`src/rtl/seq_mac_feeder_if.sv`:
```
// Stream-side and MAC-side bundle for the MAC operand feeder.
// slave: feeder view; master: upstream DMA plus MAC view.
interface seq_mac_feeder_if #(
  parameter int M         = 2,
  parameter int N         = 2,
  parameter int K         = 2,
  parameter int MAX_WIDTH = 16,
  parameter int BSW       = 4
);
  logic [31:0]                 s_data;
  logic                        s_valid;
  logic                        s_last;
  logic                        s_ready;
  logic signed [MAX_WIDTH-1:0] a [M][K];
  logic signed [MAX_WIDTH-1:0] b [K][N];
  logic signed [31:0]          c [M][N];
  logic [BSW-1:0]              bit_size;
  logic                        mac_valid;
  logic                        mac_ready;
  logic                        mac_done;

  modport slave (
    input  s_data, s_valid, s_last, mac_ready, mac_done,
    output s_ready, a, b, c, bit_size, mac_valid
  );

  modport master (
    output s_data, s_valid, s_last, mac_ready, mac_done,
    input  s_ready, a, b, c, bit_size, mac_valid
  );
endinterface

```
`src/rtl/seq_mac_feeder.sv`:
```
// Collects one A/B/C tile from a 32-bit element stream, then presents it
// to the bit-serial MAC and holds the operands until the MAC is done.
//
// state  | meaning
// LOAD_A | accepting M*K A elements, first beat samples bit size
// LOAD_B | accepting K*N B elements
// LOAD_C | accepting M*N C elements, final beat must carry s_last
// ISSUE  | mac_valid high, waiting for mac_ready
// WAIT   | operands frozen while the MAC runs, waiting for mac_done
module seq_mac_feeder #(
  parameter int  M         = 2,
  parameter int  N         = 2,
  parameter int  K         = 2,
  parameter int  MAX_WIDTH = 16,
  parameter int  P         = 2,
  localparam int BSW       = $clog2(MAX_WIDTH / P) + 1
) (
  input  logic                clk_i,
  input  logic                rst_ni,
  seq_mac_feeder_if.slave     bus,
  input  logic [BSW-1:0]      bit_size_i,
  output logic                err_o,
  output logic [15:0]         tiles_o
);

  localparam int MK   = M * K;
  localparam int KN   = K * N;
  localparam int MN   = M * N;
  localparam int MAXB = (MK > KN) ? ((MK > MN) ? MK : MN) : ((KN > MN) ? KN : MN);
  localparam int CW   = $clog2(MAXB + 1);
  localparam logic [BSW-1:0] FULL_BS = BSW'(MAX_WIDTH / P);

  typedef enum logic [2:0] {LOAD_A, LOAD_B, LOAD_C, ISSUE, WAIT} state_t;

  state_t        state_q, state_d;
  logic [CW-1:0] cnt_q, cnt_d;
  logic          err_d;
  logic          in_load, accept, bs_bad, first_a;

  assign in_load       = (state_q == LOAD_A) || (state_q == LOAD_B) || (state_q == LOAD_C);
  // Gate with reset so the stream never sees ready while the block is held in reset.
  assign bus.s_ready   = in_load & rst_ni;
  assign accept        = bus.s_valid & bus.s_ready;
  assign bus.mac_valid = (state_q == ISSUE);
  assign bs_bad        = (bit_size_i == '0) || (bit_size_i > FULL_BS);
  assign first_a       = accept && (state_q == LOAD_A) && (cnt_q == '0);

  always_comb begin
    state_d = state_q;
    cnt_d   = cnt_q;
    err_d   = 1'b0;
    case (state_q)
      LOAD_A: if (accept) begin
        cnt_d = cnt_q + 1'b1;
        if (cnt_q == '0 && bs_bad) err_d = 1'b1;
        if (bus.s_last) begin
          err_d = 1'b1;
          cnt_d = '0;
        end else if (cnt_q == CW'(MK - 1)) begin
          state_d = LOAD_B;
          cnt_d   = '0;
        end
      end
      LOAD_B: if (accept) begin
        cnt_d = cnt_q + 1'b1;
        if (bus.s_last) begin
          err_d   = 1'b1;
          state_d = LOAD_A;
          cnt_d   = '0;
        end else if (cnt_q == CW'(KN - 1)) begin
          state_d = LOAD_C;
          cnt_d   = '0;
        end
      end
      LOAD_C: if (accept) begin
        cnt_d = cnt_q + 1'b1;
        if (cnt_q == CW'(MN - 1)) begin
          // A missing s_last on the final beat is flagged but the tile still goes out.
          err_d   = ~bus.s_last;
          state_d = ISSUE;
          cnt_d   = '0;
        end else if (bus.s_last) begin
          err_d   = 1'b1;
          state_d = LOAD_A;
          cnt_d   = '0;
        end
      end
      ISSUE: if (bus.mac_ready) state_d = WAIT;
      WAIT:  if (bus.mac_done)  state_d = LOAD_A;
      default: begin
        state_d = LOAD_A;
        cnt_d   = '0;
      end
    endcase
  end

  always_ff @(posedge clk_i or negedge rst_ni) begin
    if (!rst_ni) begin
      state_q <= LOAD_A;
      cnt_q   <= '0;
      err_o   <= 1'b0;
      tiles_o <= '0;
    end else begin
      state_q <= state_d;
      cnt_q   <= cnt_d;
      err_o   <= err_d;
      if (state_q == ISSUE && bus.mac_ready) tiles_o <= tiles_o + 16'd1;
    end
  end

  always_ff @(posedge clk_i or negedge rst_ni) begin
    if (!rst_ni) begin
      bus.bit_size <= FULL_BS;
    end else if (first_a) begin
      bus.bit_size <= bs_bad ? FULL_BS : bit_size_i;
    end
  end

  // Operand registers only move on accepted beats, so ISSUE/WAIT keep them frozen.
  always_ff @(posedge clk_i or negedge rst_ni) begin
    if (!rst_ni) begin
      for (int r = 0; r < M; r++)
        for (int k = 0; k < K; k++) bus.a[r][k] <= '0;
      for (int k = 0; k < K; k++)
        for (int n = 0; n < N; n++) bus.b[k][n] <= '0;
      for (int r = 0; r < M; r++)
        for (int n = 0; n < N; n++) bus.c[r][n] <= '0;
    end else if (accept) begin
      case (state_q)
        LOAD_A:
          for (int r = 0; r < M; r++)
            for (int k = 0; k < K; k++)
              if (cnt_q == CW'(r * K + k)) bus.a[r][k] <= bus.s_data[MAX_WIDTH-1:0];
        LOAD_B:
          for (int k = 0; k < K; k++)
            for (int n = 0; n < N; n++)
              if (cnt_q == CW'(k * N + n)) bus.b[k][n] <= bus.s_data[MAX_WIDTH-1:0];
        LOAD_C:
          for (int r = 0; r < M; r++)
            for (int n = 0; n < N; n++)
              if (cnt_q == CW'(r * N + n)) bus.c[r][n] <= bus.s_data;
        default: ;
      endcase
    end
  end

endmodule

```
`src/flat_wrapper.sv`:
```
// flat-port wrapper written by rule: the top's interface ports become plain ports
module seq_mac_feeder_flat 
#(
  parameter int  M         = 2,
  parameter int  N         = 2,
  parameter int  K         = 2,
  parameter int  MAX_WIDTH = 16,
  parameter int  P         = 2,
  localparam int BSW       = $clog2(MAX_WIDTH / P) + 1
)
  (clk_i, rst_ni, bit_size_i, err_o, tiles_o, bus_s_data, bus_s_valid, bus_s_last, bus_mac_ready, bus_mac_done, bus_s_ready, bus_a, bus_b, bus_c, bus_bit_size, bus_mac_valid);
  seq_mac_feeder_if #(.M(M), .N(N), .K(K), .MAX_WIDTH(MAX_WIDTH), .BSW(($clog2((16) / P) + 1))) bus_i ();
  input  logic clk_i;
  input  logic rst_ni;
  input  logic [BSW-1:0] bit_size_i;
  output logic err_o;
  output logic [15:0] tiles_o;
  input wire logic [$bits(bus_i.s_data)-1:0] bus_s_data;
  input wire logic [$bits(bus_i.s_valid)-1:0] bus_s_valid;
  input wire logic [$bits(bus_i.s_last)-1:0] bus_s_last;
  input wire logic [$bits(bus_i.mac_ready)-1:0] bus_mac_ready;
  input wire logic [$bits(bus_i.mac_done)-1:0] bus_mac_done;
  output wire logic [$bits(bus_i.s_ready)-1:0] bus_s_ready;
  output wire logic [$bits(bus_i.a)-1:0] bus_a;
  output wire logic [$bits(bus_i.b)-1:0] bus_b;
  output wire logic [$bits(bus_i.c)-1:0] bus_c;
  output wire logic [$bits(bus_i.bit_size)-1:0] bus_bit_size;
  output wire logic [$bits(bus_i.mac_valid)-1:0] bus_mac_valid;
  assign bus_i.s_data = bus_s_data;
  assign bus_i.s_valid = bus_s_valid;
  assign bus_i.s_last = bus_s_last;
  assign bus_i.mac_ready = bus_mac_ready;
  assign bus_i.mac_done = bus_mac_done;
  assign bus_s_ready = bus_i.s_ready;
  assign bus_a = {>>{bus_i.a}};
  assign bus_b = {>>{bus_i.b}};
  assign bus_c = {>>{bus_i.c}};
  assign bus_bit_size = bus_i.bit_size;
  assign bus_mac_valid = bus_i.mac_valid;
  seq_mac_feeder #(.M(M), .N(N), .K(K), .MAX_WIDTH(MAX_WIDTH), .P(P)) u_core (.clk_i(clk_i), .rst_ni(rst_ni), .bus(bus_i), .bit_size_i(bit_size_i), .err_o(err_o), .tiles_o(tiles_o));
endmodule
```
`config.mk`:
```
export PLATFORM = sky130hd
export DESIGN_NAME = seq_mac_feeder_flat
export DESIGN_NICKNAME = d
export VERILOG_FILES = /design/src/rtl/seq_mac_feeder_if.sv /design/src/rtl/seq_mac_feeder.sv /design/src/flat_wrapper.sv
export SDC_FILE = /design/constraint.sdc
export NUM_CORES = 1
export LEC_CHECK = 0
export ABC_CLOCK_PERIOD_IN_PS = 3100
export CAP_MARGIN = 20
export CORE_ASPECT_RATIO = 0.9
export CORE_MARGIN = 2
export CORE_UTILIZATION = 36
export CTS_CLUSTER_DIAMETER = 40
export CTS_CLUSTER_SIZE = 25
export DETAILED_ROUTE_END_ITERATION = 7
export REMOVE_ABC_BUFFERS = 1
export SLEW_MARGIN = 5
export SYNTH_ARGS = -nofsm -noshare
export SYNTH_HDL_FRONTEND = slang
export SYNTH_SLANG_ARGS = --single-unit
export TNS_END_PERCENT = 30
```
`constraint.sdc`:
```
create_clock -name clk_i -period 3.1 [get_ports clk_i]
set_input_delay 0.465 -clock clk_i [delete_from_list [all_inputs] [get_ports clk_i]]
set_output_delay 0.465 -clock clk_i [all_outputs]
set_load 0.1 [all_outputs]
```
Word-level counts from Yosys, hierarchy flattened
Cells that the tools add are included.
{ "word_totals": {"output_inout_bits": 279, "in_bits": 42, "n_memories": 0, "reg_bits": 283, "word_cells": 95, "rom_bits": 0, "latchBits": 0, "ram_bits": 0} }
{ "classes": {"bitwise_logic": 4, "div_mod_pow": 0, "addsub": 2, "n_mul": 0, "n_lt_le_gt_ge": 1, "n_eq_ne": 17, "muxes": 28, "shifts": 0, "n_reduce_logical": 26} }
{ "op_table": {"columns": ["operator", "n"], "rows": [
  ["2-to-1 mux 3 bit", 17],
  ["AND reduction 3 bit", 13],
  ["adder 16 x 1 -> 16 bit, second input constant", 1],
  ["one-hot mux 3 bit (5 select lines)", 1],
  ["equality test 3 x 2 -> 1 bit, second input constant", 4],
  ["one-hot mux 3 bit (3 select lines)", 1],
  ["AND reduction 9 bit", 1],
  ["inequality test 2 x 1 -> 1 bit, second input constant", 4],
  ["inequality test 2 bit, second input constant", 4],
  ["2-to-1 mux 1 bit", 7],
  ["equality test 3 x 1 -> 1 bit, second input constant", 2],
  ["zero test 3 bit", 2],
  ["inequality test 3 bit, second input constant", 2],
  ["> comparator 4 bit, second input constant", 1],
  ["logical AND 1 bit", 4],
  ["zero test 4 bit", 1],
  ["2-to-1 mux 4 bit", 1],
  ["OR reduction 2 bit", 2],
  ["adder 3 x 1 -> 3 bit, second input constant", 1],
  ["equality test 3 bit, second input constant", 1],
  ["logical OR 1 bit", 3],
  ["one-hot mux 1 bit (3 select lines)", 1],
  ["AND 1 bit", 2],
  ["NOT 1 bit", 2]
]} }

Longest topological paths before layout
{ "depth": {"ltp_word": 7, "depth_mapped": 8, "mapped_depth_nobuf": 8} }

Least setup slack after synthesis
No wires, ideal clock.
{ "synth_path": {"kind": "register -> output", "startpoint": "reg u_core.state_q[0]", "endpoint": "out bus_mac_valid", "arrival_ns": 2.037, "path_buffers": 2, "setup_slack_ns": 0.598, "required_time_ns": 2.635, "stages_incl_launch_ff": 5, "path_cell_list": "dfrtp_1 -> clkbuf_2 -> buf_2 -> nand2_1 -> nor2_1"} }
{ "synth_via": {"elab_chain_len": 1} }
{ "synth_lines": {"columns": ["element", "line", "text"], "rows": [
  ["start: declaration", "seq_mac_feeder.sv:35", "state_t state_q, state_d;"],
  ["start signal: assignment", "seq_mac_feeder.sv:104", "state_q <= state_d;"],
  ["equality test 3 x 2 -> 1 bit", "seq_mac_feeder.sv:44", "assign bus.mac_valid = (state_q == ISSUE);"],
  ["end: declaration", "flat_wrapper.sv:28", "output wire logic [$bits(bus_i.mac_valid)-1:0] bus_mac_valid;"]
]} }
Every way passes these cells.

Worst setup path after layout
{ "layout_path": {"startpoint": "reg u_core.cnt_q[2]", "endpoint": "reg u_core.bus.b[7] (netlist name)"} }
{ "layout_via": {"elab_chain_len": 2} }
{ "layout_lines": {"columns": ["element", "line", "text"], "rows": [
  ["start: declaration", "seq_mac_feeder.sv:36", "logic [CW-1:0] cnt_q, cnt_d;"],
  ["start signal: assignment", "seq_mac_feeder.sv:105", "cnt_q <= cnt_d;"],
  ["equality test 3 x 2 -> 1 bit", "seq_mac_feeder.sv:137", "if (cnt_q == CW'(k * N + n)) bus.b[k][n] <= bus.s_data[MAX_WIDTH-1:0];"],
  ["AND reduction 3 bit (no source line)", null, null]
]} }
Every way passes these cells.
A chain may end at the register's enable or synchronous reset.

==> results by group <==
Placed design
  • Port Buf Inserts: 320
  • Placed cell area: between 0.01 and 0.015 mm²
  • GPL Wtd Cong: approximately 0.77
  • Hpwl dp: 20700 µm

Clock network
  • Clock Sinks: approximately 280
  • H-tree lvl count: 2
  • Cts bufs inserted: 44
  • Post-CTS setup buffer count: 0
  • CTS tree: built
  • Clock Path Buffers: 3
  • Clock slew at reported path FFs: 50 ps
  • Root Driver: clkbuf_16
  • Clock Latency Late Sink: between 500 and 600 ps

Yosys
  • Largest area contributor in the netlist: dfrtp_1
  • Post-Synth XOR/XNOR Area: 1.27%
  • Simple-gate share of the synthesized area: 4.04%
  • Share of the synthesized area in the top cell type: 63.7%
  • Adder-cell share of the synthesized area: 0.904%
  • Post-synthesis mux area share: 26.3%
  • Synth area leaders: dfrtp_1, mux2_2, xnor2_1, buf_2, ha_1
  • Yosys Warn Count: 0
  • Mapped Cells: 713
  • Main combinational cell family by area after synthesis: multiplexers
  • Post-synthesis register bit count: around 280
  • Synth Area in Compound Gates: 1.19%
  • Synth unique cells: 43
  • Mean Syn Cell Area: between 15 and 20 µm²
  • Cell Area, Synth: 0.0111 mm²
  • Register area share after synthesis: 64.0%

Detailed routing
  • Post-DRT Antenna Nets: 0
  • Routed WL: 30500 µm
  • Residual DRC: 0
  • Via density: 4.78
  • 1st-pass router iterations: 4
  • Drt first-iter violations: 265
  • Avg WL per Cell: between 20 and 25 µm
  • Total number of vias: approximately 7100

Critical path
  • WP data required: 3490 ps
  • CP max FO: 11
  • Flop2flop setup slack: 730 ps
  • CP arrival: about 2800 ps
  • Startpoint Class: register
  • Critical path class: reg2reg
  • Kind of end point of the critical path: register

Worst hold path
  • HP Class: in2async

Timing
  • RSZ-0062 raised after global routing: false
  • Setup violators final: 0
  • Final Skew: around 14 ps
  • Slew Limit Headroom: 49.8%
  • Total negative setup slack: 0 ps
  • Max Freq: 0.422 GHz
  • Fin. max-slew vios: 0
  • Crit path time final: 2370 ps
  • Actual slew at the worst max-slew pin: around 750 ps
  • Fin crit share: 76.4%
  • Final hold viol count: 0

Die
  • Core area: 0.0301 mm²
  • Std-Cell Rows: 60
  • Die height: 170 µm
  • # IOs: 321
  • Die X: 189 µm
  • Die area: 0.0322 mm²
  • Initial core utilization: 36.8%

Final layout
  • Design Area, Final: 0.0156 mm²
  • Layout cell share with drive strength beyond 1: about three fifths
  • Share of the core filled with cells: 51.9%
  • Ant diodes: 0
  • Final nets: around 1100
  • P&R area growth vs syn: 41.0%

Flow run
  • Max_cap viols: 0

Global routing
  • Vias in the first global route: between 7000 and 8000
  • Largest net degree at the start of global routing: 108
  • First-pass GRT wire length: 47000 µm
  • Grt ovf: 0
  • Total global routing track utilization: a little under a fifth
  • Initial antenna violation count: 0

Outcome
  • Status: complete, no violations
[layout by cell type, fill, tap and decap left out, types with 3 or more instances in the layout]
| cell | n |
|---|---|
| buf_4 | 294 |
| dfrtp_1 | 282 |
| mux2_2 | 253 |
| clkbuf_16 | 45 |
| clkdlybuf4s50_1 | 40 |
| nand2_1 | 19 |
| xnor2_1 | 14 |
| o21ai_0 | 9 |
| inv_1 | 8 |
| ha_1 | 8 |
| nor2_1 | 7 |
| nand3_1 | 7 |
| clkinv_4 | 7 |
| clkinv_2 | 6 |
| nor3_1 | 5 |
| nand2_2 | 5 |
| inv_6 | 5 |
| clkbuf_8 | 5 |
| buf_12 | 5 |
| and2_1 | 4 |
| nand4_1 | 4 |
| nor3_2 | 4 |
| mux2_1 | 4 |
| and3_1 | 4 |
| clkinvlp_4 | 4 |
| bufinv_16 | 4 |
| a21oi_1 | 3 |
| nand2b_1 | 3 |
| clkbuf_1 | 3 |
[routing by layer]
| metal | global-route usage (%) | up-vias | wire (µm) |
|---|---|---|---|
| li1 | - | 3213 | - |
| met1 | 25.2 | 3636 | 13200 |
| met2 | 30.1 | 241 | 14100 |
| met3 | 6.72 | 51 | 2560 |
| met4 | 5.37 | 0 | 639 |
| met5 | 0 | - | 0 |
[through the flow]
stage               std cells  hold slack, ps  setup slack (ps)
floorplan                 668             169               372
global placement         1411             342               514
detailed placement       1411             341               481
CTS                      1493             410               684
global route             1493             421               578
finish                   1493             416               731
[kinds of logic (layout without fill, tap and decap cells)]
| logic type | count (synthesis) | count (layout) |
|---|---|---|
| compound gates | 21 | 21 |
| flops | 283 | 283 |
| simple gates | 73 | 73 |
| mux | 259 | 259 |
| buf+inv | 53 | 430 |
| fa+ha+maj | 8 | 8 |
| xor+xnor | 16 | 16 |
[worst max-delay path, cell delays in order, from the launching register on]
cell,delay [ps]
dfrtp_1,450
inv_1,180
ha_1,250
inv_1,170
nor3_4,480
buf_4,340
mux2_2,360
[what timing repair did]
action	4_1_cts	5_1_grt
endpoints found under the hold margin	20	0
resized for setup	0	0
hold buffers	1	0
[area by class of cell]
class,count,area (µm²)
flip-flops and latches,283,7080
inverters,8,30.0
fillers,2607,14500
multi-input cells,377,3750
clock buffers,53,1210
repair buffers,341,2730
clock inverters,28,308
well taps,403,504
[synthesized netlist by cell type]
cell type and n:
nor4_2 1, and4_1 1, mux2_2 253, o21ai_0 9, nand4_2 1, nand4_1 4, buf_2 20, a21o_1 1
nand4b_1 1, buf_4 3, dfrtp_1 282, inv_1 8, nor3_2 6, mux2_1 4, xor2_1 2, clkbuf_2 1
nand4b_2 1, or4_1 1, nand2_2 2, dfstp_2 1, a21boi_0 1, nand4bb_4 1, o41ai_1 2, nor2_1 7
xnor2_1 14, o21a_1 1, a22oi_1 1, mux2i_1 2, ha_1 8, nand2b_1 3, clkbuf_1 17, and3_1 4
a21oi_1 3, buf_6 3, and2_1 4, nor3_1 5, buf_1 1, o22a_1 1, nand3_1 7, a211oi_1 2
nand2_1 22, nor3b_1 1, and4bb_2 1
[final timing paths]
| check | from | endpoint | cells after the start |
|---|---|---|---|
| worst max-delay path | u_core.cnt_q[2] | u_core.bus.b[7] | 6 |
| worst min-delay path | rst_ni | u_core.bus.b[43] | 2 |
| worst max register to register | u_core.cnt_q[2] | u_core.bus.b[7] | 6 |
| worst min register to register | u_core.tiles_o[15] | u_core.tiles_o[15] | 1 |
| max in group asynchronous | rst_ni | u_core.bus.b[40] | 4 |
| min in group clk_i | u_core.tiles_o[15] | u_core.tiles_o[15] | 1 |
[state kept, by name, indices dropped and copies added, names as in the netlist]
name and cells:
u_core.bus.b 64, u_core.bus.bit_size 4, u_core.tiles_o 16, u_core.bus.a 64, u_core.cnt_q 3, u_core.bus.c 128
u_core.state_q 3, u_core.err_o 1
Power is left out: the tool's default activity adds up to more than one toggle a clock period on the data nets, which glitch-free logic cannot reach.
